### src/rtl/mips_bus_arbiter.sv
// Two-master / one-slave Avalon-style bus arbiter for the MIPS memory bus.
// Grants whole transfers, forwards the owner combinationally, flags long slave stalls.
//
// state | meaning
// IDLE  | arbitration cycle, no slave request, both masters stalled
// GNT0  | master 0 owns the slave, signals forwarded
// GNT1  | master 1 owns the slave, signals forwarded
module mips_bus_arbiter #(
   parameter bit ROUND_ROBIN = 1'b1,
   parameter int STALL_LIMIT = 1024
) (
   input  logic        clk,
   input  logic        reset,
   input  logic [31:0] m0_address,
   input  logic        m0_read,
   input  logic        m0_write,
   input  logic [3:0]  m0_byteenable,
   input  logic [31:0] m0_writedata,
   output logic [31:0] m0_readdata,
   output logic        m0_waitrequest,
   input  logic [31:0] m1_address,
   input  logic        m1_read,
   input  logic        m1_write,
   input  logic [3:0]  m1_byteenable,
   input  logic [31:0] m1_writedata,
   output logic [31:0] m1_readdata,
   output logic        m1_waitrequest,
   output logic [31:0] s_address,
   output logic        s_read,
   output logic        s_write,
   output logic [3:0]  s_byteenable,
   output logic [31:0] s_writedata,
   input  logic [31:0] s_readdata,
   input  logic        s_waitrequest,
   output logic [1:0]  grant,
   output logic        stall_err
);

   localparam int CW = $clog2(STALL_LIMIT + 1);
   localparam logic [CW-1:0] LIMIT = CW'(STALL_LIMIT);

   typedef enum logic [1:0] {
      IDLE = 2'b00,
      GNT0 = 2'b01,
      GNT1 = 2'b10
   } state_t;

   state_t        state_q, state_d;
   logic          ptr_q, ptr_d;             // 0 = m0 has priority, 1 = m1
   logic [CW-1:0] stall_cnt_q, stall_cnt_d;
   logic          stall_err_q, stall_err_d;
   logic          m0_req, m1_req, cur_req;

   assign m0_req  = m0_read | m0_write;
   assign m1_req  = m1_read | m1_write;
   assign cur_req = (state_q == GNT1) ? m1_req : m0_req;

   always_ff @(posedge clk or posedge reset) begin
      if (reset) begin
         state_q     <= IDLE;
         ptr_q       <= 1'b0;
         stall_cnt_q <= '0;
         stall_err_q <= 1'b0;
      end else begin
         state_q     <= state_d;
         ptr_q       <= ptr_d;
         stall_cnt_q <= stall_cnt_d;
         stall_err_q <= stall_err_d;
      end
   end

   always_comb begin
      state_d     = state_q;
      ptr_d       = ptr_q;
      stall_cnt_d = stall_cnt_q;
      stall_err_d = stall_err_q;
      case (state_q)
         IDLE: begin
            stall_cnt_d = '0;
            if (m0_req && (!m1_req || !ROUND_ROBIN || !ptr_q))
               state_d = GNT0;
            else if (m1_req)
               state_d = GNT1;
         end
         GNT0, GNT1: begin
            if (!cur_req) begin
               state_d = IDLE;
            end else if (!s_waitrequest) begin
               state_d     = IDLE;
               stall_cnt_d = '0;
               if (ROUND_ROBIN)
                  ptr_d = (state_q == GNT0);
            end
            // The grant is never aborted; the error is only reported.
            if (s_waitrequest && (stall_cnt_q != LIMIT)) begin
               stall_cnt_d = stall_cnt_q + 1'b1;
               if (stall_cnt_q == LIMIT - 1'b1)
                  stall_err_d = 1'b1;
            end
         end
         default: state_d = IDLE;
      endcase
   end

   always_comb begin
      s_address      = '0;
      s_read         = 1'b0;
      s_write        = 1'b0;
      s_byteenable   = '0;
      s_writedata    = '0;
      m0_waitrequest = 1'b1;
      m1_waitrequest = 1'b1;
      case (state_q)
         GNT0: begin
            s_address      = m0_address;
            s_read         = m0_read;
            s_write        = m0_write;
            s_byteenable   = m0_byteenable;
            s_writedata    = m0_writedata;
            m0_waitrequest = s_waitrequest;
         end
         GNT1: begin
            s_address      = m1_address;
            s_read         = m1_read;
            s_write        = m1_write;
            s_byteenable   = m1_byteenable;
            s_writedata    = m1_writedata;
            m1_waitrequest = s_waitrequest;
         end
         default: ;
      endcase
   end

   assign m0_readdata = s_readdata;
   assign m1_readdata = s_readdata;
   assign grant       = state_q;
   assign stall_err   = stall_err_q;

endmodule

### config.mk
export PLATFORM = sky130hd
export DESIGN_NAME = mips_bus_arbiter
export DESIGN_NICKNAME = d
export VERILOG_FILES = /design/src/rtl/mips_bus_arbiter.sv
export SDC_FILE = /design/constraint.sdc
export NUM_CORES = 1
export LEC_CHECK = 0
export CAP_MARGIN = 25
export CORE_AREA = 2 2 122 124
export CTS_CLUSTER_DIAMETER = 200
export DETAILED_ROUTE_END_ITERATION = 10
export DIE_AREA = 0 0 124 126
export DONT_BUFFER_PORTS = 1
export SETUP_SLACK_MARGIN = 0.15
export SLEW_MARGIN = 20
export SYNTH_ARGS = -nofsm -noshare
export SYNTH_HDL_FRONTEND = slang
export SYNTH_SLANG_ARGS = --single-unit
### constraint.sdc
create_clock -name clk -period 3.5 [get_ports clk]
set_input_delay 0.7 -clock clk [delete_from_list [all_inputs] [get_ports clk]]
set_output_delay 0.7 -clock clk [all_outputs]
set_load 0.02 [all_outputs]
==> summary.md, run 1 <==
| Metric | Value |
|---|---|
| Critical path class | reg2out |
| TritonCTS clock tree | built |
| Lkg Pwr | 0.737 nW |
| Layout area overhead | -7.32% |
| Top post-synthesis cells by area | a22oi_1 (22%), buf_4 (20%), nor2b_1 (19%) |
| Die W | 124 um |
| Avg WL per Cell | 21.3 um |
| Clk_skew | 0.00254 ns |
| Met2 Use GR | 17.5% |
| Max Clock Freq | 330 MHz |
| Setup_tns | 0 ns |
| Post_cts resized | 0 |
| Tot GR Track Use | 10.5% |
| Crit share post-route | 86.7% |
| Clk slew on worst S/H paths | 0.05 ns |
| Async SR Flop Fraction | 100% |
| Largest net degree at the start of global routing | 79 |
| Vias | 2,090 |
| YS warnings | 0 |
| Met3 GRT Util | 4.48% |
| Iteration count of the initial detailed-routing pass | 4 |
| Peak supply drop | 0.000391 V |
| Most frequent cell after synthesis | nor2b_1 |
| H-tree depth | 1 |
| Post-layout minimum cycle time | 3.03 ns |
| Routed vias/inst | 4.86 |
| Hpwl dp | 7570 um |
| Iter 0 DRT Violations | 151 |
| Syn nets | 500 |
| Final instance area | 2250 um^2 |
| RSZ-0062 raised after global routing | no |
| Initial antenna violation count | 2 |
| Deepest clock path buffer count | 2 |
| Final Hold Fails | 0 |
| Final setup vio count | 0 |
| Initial Utilization | 17.0% |
| Global Route met1 Usage | 12.3% |
| DRC violations left | 0 |
| Sequential fraction of the synthesis area | 15.5% |
| WL final | 9180 um |
| Placement Rows | 44 |
| Final slew viol count | 0 |
| Top cell type's share of synthesized area | 21.6% |
| Relative slew slack | 51.8% |
| Routability cong. | 0.788 |
| Cell count after synthesis | 320 |
| Worst Path Max Fanout | 40 |
| Synthesized cell area | 2430 um^2 |
| Clk sinks | 15 |
| Post-synth cell types | 37 |
| Actual slew at the worst max-slew pin | 0.723 ns |
| I/O pin count | 314 |
| Critical path startpoint category | flip-flop |
| Placed Area | 2170 um^2 |
| Max-cap violations | 0 |
| #FFs+latches synth | 15 |
| Core Area | 14,300 um^2 |
| Tightest Hold Check Type | in2async |
| Share of cells above drive strength 1 | 8.57% |
| First-pass GRT wire length | 12,200 um |
| Number of synthesized flops with an enable pin | 0 |
| PwrDens | 882 nW/um^2 |
| Crit path DAT | 2.33 ns |
| Req. time, crit path | 2.80 ns |
| Crit end category | output pin |
| Worst skew pair latency | 0.24 ns |
| CTS Hold Bufs | 0 |
| Post-synth top cells | nor2b_1 (72), a22oi_1 (70), buf_4 (64), clkbuf_1 (23), dfrtp_1 (15) |
| IO buf count | 0 |
| Die ar. | 15,600 um^2 |
| Cell accounting for the most synthesized area | a22oi_1 |
| R2R setup slack | 0.69 ns |
| Ys flop type | dfrtp_1 |
| Root Buffer | clkbuf_16 |
| Most used routing layer | met2 |
| Nets | 426 |
| Post-CTS Setup Repair Bufs | 0 |
| GR Overflow Total | 0 |
| Syn avg cell area | 7.59 um^2 |
| Run status | complete, no violations |
| Total CTS buffers | 3 |
| Die boundary height | 126 um |
| Antenna Nets Post-Route | 0 |
| Vias in the first global route | 1,937 |
sequential cells by signal, indices dropped and copies added, names as in the netlist:
signal,cells
grant,2
ptr_q,1
stall_cnt_q,11
stall_err,1
metal layers:
layer  routed length (um)  part of all wire (%)
met1                 3390                    37
met2                 4550                    50
met3                 1130                    12
met4                  109                   1.2
met5                   10                  0.11
final timing paths:
path                            startpoint         endpoint  depth (start not counted)
min                                  reset   stall_cnt_q[3]                          1
max reg2reg                       grant[0]   stall_cnt_q[8]                          7
max                               grant[0]    s_address[14]                          5
max in group asynchronous            reset   stall_cnt_q[5]                          1
min reg2reg                stall_cnt_q[10]  stall_cnt_q[10]                          1
min in group clk           stall_cnt_q[10]  stall_cnt_q[10]                          1
cell families (layout without fill, tap and decap cells):
group	after synthesis	after routing	share of synthesized area (%)
compound gates	91	91	27.7
simple gates	109	109	27.0
flops	15	15	15.5
fa+ha+maj	5	5	2.58
buf+inv	94	19	24.7
other cells	0	1	0
mux	6	6	2.58
layout make-up:
| type | instances | area, um^2 |
|---|---|---|
| inverters | 6 | 22.5 |
| multi-input cells | 211 | 1460 |
| diodes | 1 | 2.50 |
| well taps | 184 | 230 |
| clock buffers | 3 | 75.1 |
| repair buffers | 9 | 80.1 |
| fillers | 1628 | 12100 |
| clock inverters | 1 | 5.00 |
| flip-flops and latches | 15 | 375 |
per-stage QoR:
stage / utilization [%] / instances / hold WS, ns / total power [mW] / setup slack (ns)
detailed placement: 15.1 / 425 / 0.500 / 1.78 / 0.704
floorplan: - / 320 / 0.467 / 1.60 / 1.04
CTS: 15.7 / 429 / 0.424 / 2.01 / 0.436
finish: 15.7 / 430 / 0.393 / 1.99 / 0.466
global placement: 15.1 / 425 / 0.501 / 1.73 / 0.765
global route: 15.7 / 429 / 0.452 / 2.15 / 0.272
cell usage in the layout (no fill, tap or decap), types with 2 or more instances in the layout:
master     instances
a21oi_1            5
a22oi_1           70
and3_1             3
buf_4              8
clkbuf_16          3
dfrtp_1           15
ha_1               2
ha_2               3
inv_1              6
mux2_2             2
mux2i_1            4
nand2_1            8
nand2b_1           2
nand3_1            6
nand4_1            4
nor2_1             3
nor2b_1           72
nor4_1             2
o21ai_0            4
or3_1              4
critical path, stage by stage, from the launching register on:
cell and delay [ns]:
dfrtp_1 0.48, inv_1 0.14, ha_2 0.65, buf_12 0.29
a22oi_1 0.10, nor2b_1 0.38
where the power goes:
group	internal, mW	leakage [nW]	total (mW)	switching [mW]
clock	0.152	0.0409	0.218	0.0663
sequential	0.198	0.204	0.236	0.0381
combinational	0.508	0.492	1.53	1.02
total	0.858	0.737	1.99	1.13
Power figures use the tool's default switching activity.
==> inputs of run 2 (changes only) <==
==> constraint.sdc (replaced) <==
create_clock -name clk -period 3.05 [get_ports clk]
set_input_delay 0.61 -clock clk [delete_from_list [all_inputs] [get_ports clk]]
set_output_delay 0.61 -clock clk [all_outputs]
set_load 0.02 [all_outputs]
==> run 2 against run 1 <==
Compared with the run above: clock power up 18%; total power up 21%; worst hold slack worse by 0.084 ns; count of clock-buffer cells in the layout unchanged; highest routed layer is now met4.
==> summary.md, run 2 (synthesis gave the netlist of run 1 again) <==
| Metric | Value |
|---|---|
| IO buf count | 0 (unchanged) |
| Largest register by flop count | stall_cnt_q |
| GR Overflow Total | 0 (unchanged) |
| Die boundary height | 126 um (unchanged) |
| DRC violations left | 0 (unchanged) |
| Critical path class | reg2out |
| Total power | 2.40 mW (+21%) |
| Number of antenna diodes | 0 (-1) |
| Max reg flops | 11 (unchanged) |
| Max Clock Freq | 382 MHz |
| I/O pin count | 314 (unchanged) |
| Final Hold Fails | 0 (unchanged) |
| First-pass GRT wire length | 12,300 um (+0.51%) |
| Critical Path Source | grant[0] |
| Placement Rows | 44 (unchanged) |
| Crit path DAT | 2.01 ns (-0.32 ns) |
| Share of cells above drive strength 1 | 12.2% (+3.6 points) |
| Vias | 2,135 (+2.2%) |
| Initial antenna violation count | 0 (-2) |
| Critical path startpoint category | flip-flop |
| Post-layout minimum cycle time | 2.62 ns |
| Peak supply drop | 0.000502 V (+28%) |
| Iter 0 DRT Violations | 113 (-25%) |
| Lkg Pwr | 0.800 nW (+8.6%) |
| Total CTS buffers | 3 (unchanged) |
| Worst Path Max Fanout | 49 (+23%) |
| Most common cell after layout, fill and taps aside | nor2b_1 |
| Layout area overhead | -2.89% |
| Die ar. | 15,600 um^2 (unchanged) |
| Tightest Hold Check Type | in2async |
| Clk slew on worst S/H paths | 0.05 ns (about the same) |
| Actual slew at the worst max-slew pin | 0.585 ns (-0.138 ns) |
| H-tree depth | 1 (unchanged) |
| Setup_tns | 0 ns (unchanged) |
| WL final | 9060 um (-1.3%) |
| Crit end category | output pin |
| Commonest cells after routing, fill and taps aside | nor2b_1 (72), a22oi_1 (70), buf_4 (16) |
| Final setup vio count | 0 (unchanged) |
| Die W | 124 um (unchanged) |
| Tot GR Track Use | 10.5% (+0.015 points) |
| Core Area | 14,300 um^2 (unchanged) |
| Clk sinks | 15 (unchanged) |
| Worst skew pair latency | 0.25 ns (about the same) |
| Reg-to-Reg Start | grant[1] |
| Hpwl dp | 7610 um (+0.46%) |
| TritonCTS clock tree | built |
| Deepest clock path buffer count | 2 (unchanged) |
| Routed vias/inst | 4.86 (about the same) |
| Root Buffer | clkbuf_16 |
| Req. time, crit path | 2.44 ns (-0.36 ns) |
| Final instance area | 2360 um^2 (+4.8%) |
| Critical path's slowest cell | dfrtp_1 |
| Placed Area | 2270 um^2 (+4.6%) |
| Nets | 436 (+2.3%) |
| Largest net degree at the start of global routing | 79 (unchanged) |
| Routability cong. | 0.808 (+2.5%) |
| Final slew viol count | 0 (unchanged) |
| PwrDens | 1020 nW/um^2 (+15%) |
| RSZ-0062 raised after global routing | no |
| Worst path max stage delay | 0.48 ns (-0.17 ns) |
| Fillers | 1,619 (-0.55%) |
| Iteration count of the initial detailed-routing pass | 5 (+1) |
| Antenna Nets Post-Route | 0 (unchanged) |
| Dpl ws | 0.478 ns (-0.225 ns) |
| Initial Utilization | 17.0% (unchanged) |
| Crit share post-route | 85.9% |
| Final worst setup slack | 0.430 ns (-0.0363 ns) |
| Fin Hold WS | 0.309 ns (-0.0837 ns) |
| Relative slew slack | 60.8% (+9.0 points) |
| Avg WL per Cell | 20.6 um (-3.3%) |
| CP cell instances | inv_1, ha_4, buf_12, a22oi_1, nor2b_1 |
| Run status | complete, no violations |
| Max-cap violations | 0 (unchanged) |
| Clk_skew | 0.00402 ns (+0.00149 ns) |
| Vias in the first global route | 2,002 (+3.4%) |
[run 2: changes by cell type in the layout (fill, tap and decap cells not counted), sizes merged]
cell,delta
diode,-1
buf,+10
[run 2: power by group]
part,leakage (nW),switching (mW),internal [mW]
Combinational,0.555,1.18,0.684
Clock,0.0409,0.0827,0.175
Sequential,0.204,0.0449,0.227
[run 2: final timing paths]
check / cells after the start / endpoint / slack [ns]
setup / recovery: 5 / s_address[12] / 0.43
hold / removal: 1 / stall_cnt_q[7] / 0.31
max in group asynchronous: 1 / grant[0] / 2.35
min in group clk: 1 / stall_cnt_q[7] / 0.50
hold reg to reg: 1 / stall_cnt_q[7] / 0.50
setup reg to reg: 7 / stall_cnt_q[4] / 0.61
[run 2: area by class of cell]
cell class              count  area [um^2]  share of cell area [%]
clock buffers               3         75.1                    3.18
clock inverters             1         5.00                   0.212
inverters                   6         22.5                   0.955
multi-input cells         211         1470                    62.3
flip-flops and latches     15          375                    15.9
well taps                 184          230                    9.76
repair buffers             19          180                    7.64
[run 2: repair_timing]
| action | in CTS | in global routing |
|---|---|---|
| buffers inserted | 0 | 0 |
| setup endpoints to repair | 0 | 48 |
| hold buffers | 0 | 0 |
| resized for setup | 0 | 1 |
[run 2: per-layer routing]
layer	global-route usage, %	wire, um	vias up
li1	-	-	952
met1	12.3	3300	997
met2	17.0	4450	180
met3	4.57	1180	6
met4	3.37	138	0
met5	0	0	-
[run 2: worst max-delay path, delay by kind of cell (launching register included)]
| family | cells | cell delay [ns] |
|---|---|---|
| compound gates | 1 | 0.13 |
| fa+ha+maj | 1 | 0.34 |
| buf+inv | 2 | 0.43 |
| flops | 1 | 0.48 |
| simple gates | 1 | 0.36 |
[run 2: per-stage QoR]
step                      instances  util, %
after detailed placement        435     15.8
after floorplan                 320        -
after global routing            439     16.5
final                           439     16.5
after global placement          435     15.8
after CTS                       439     16.4
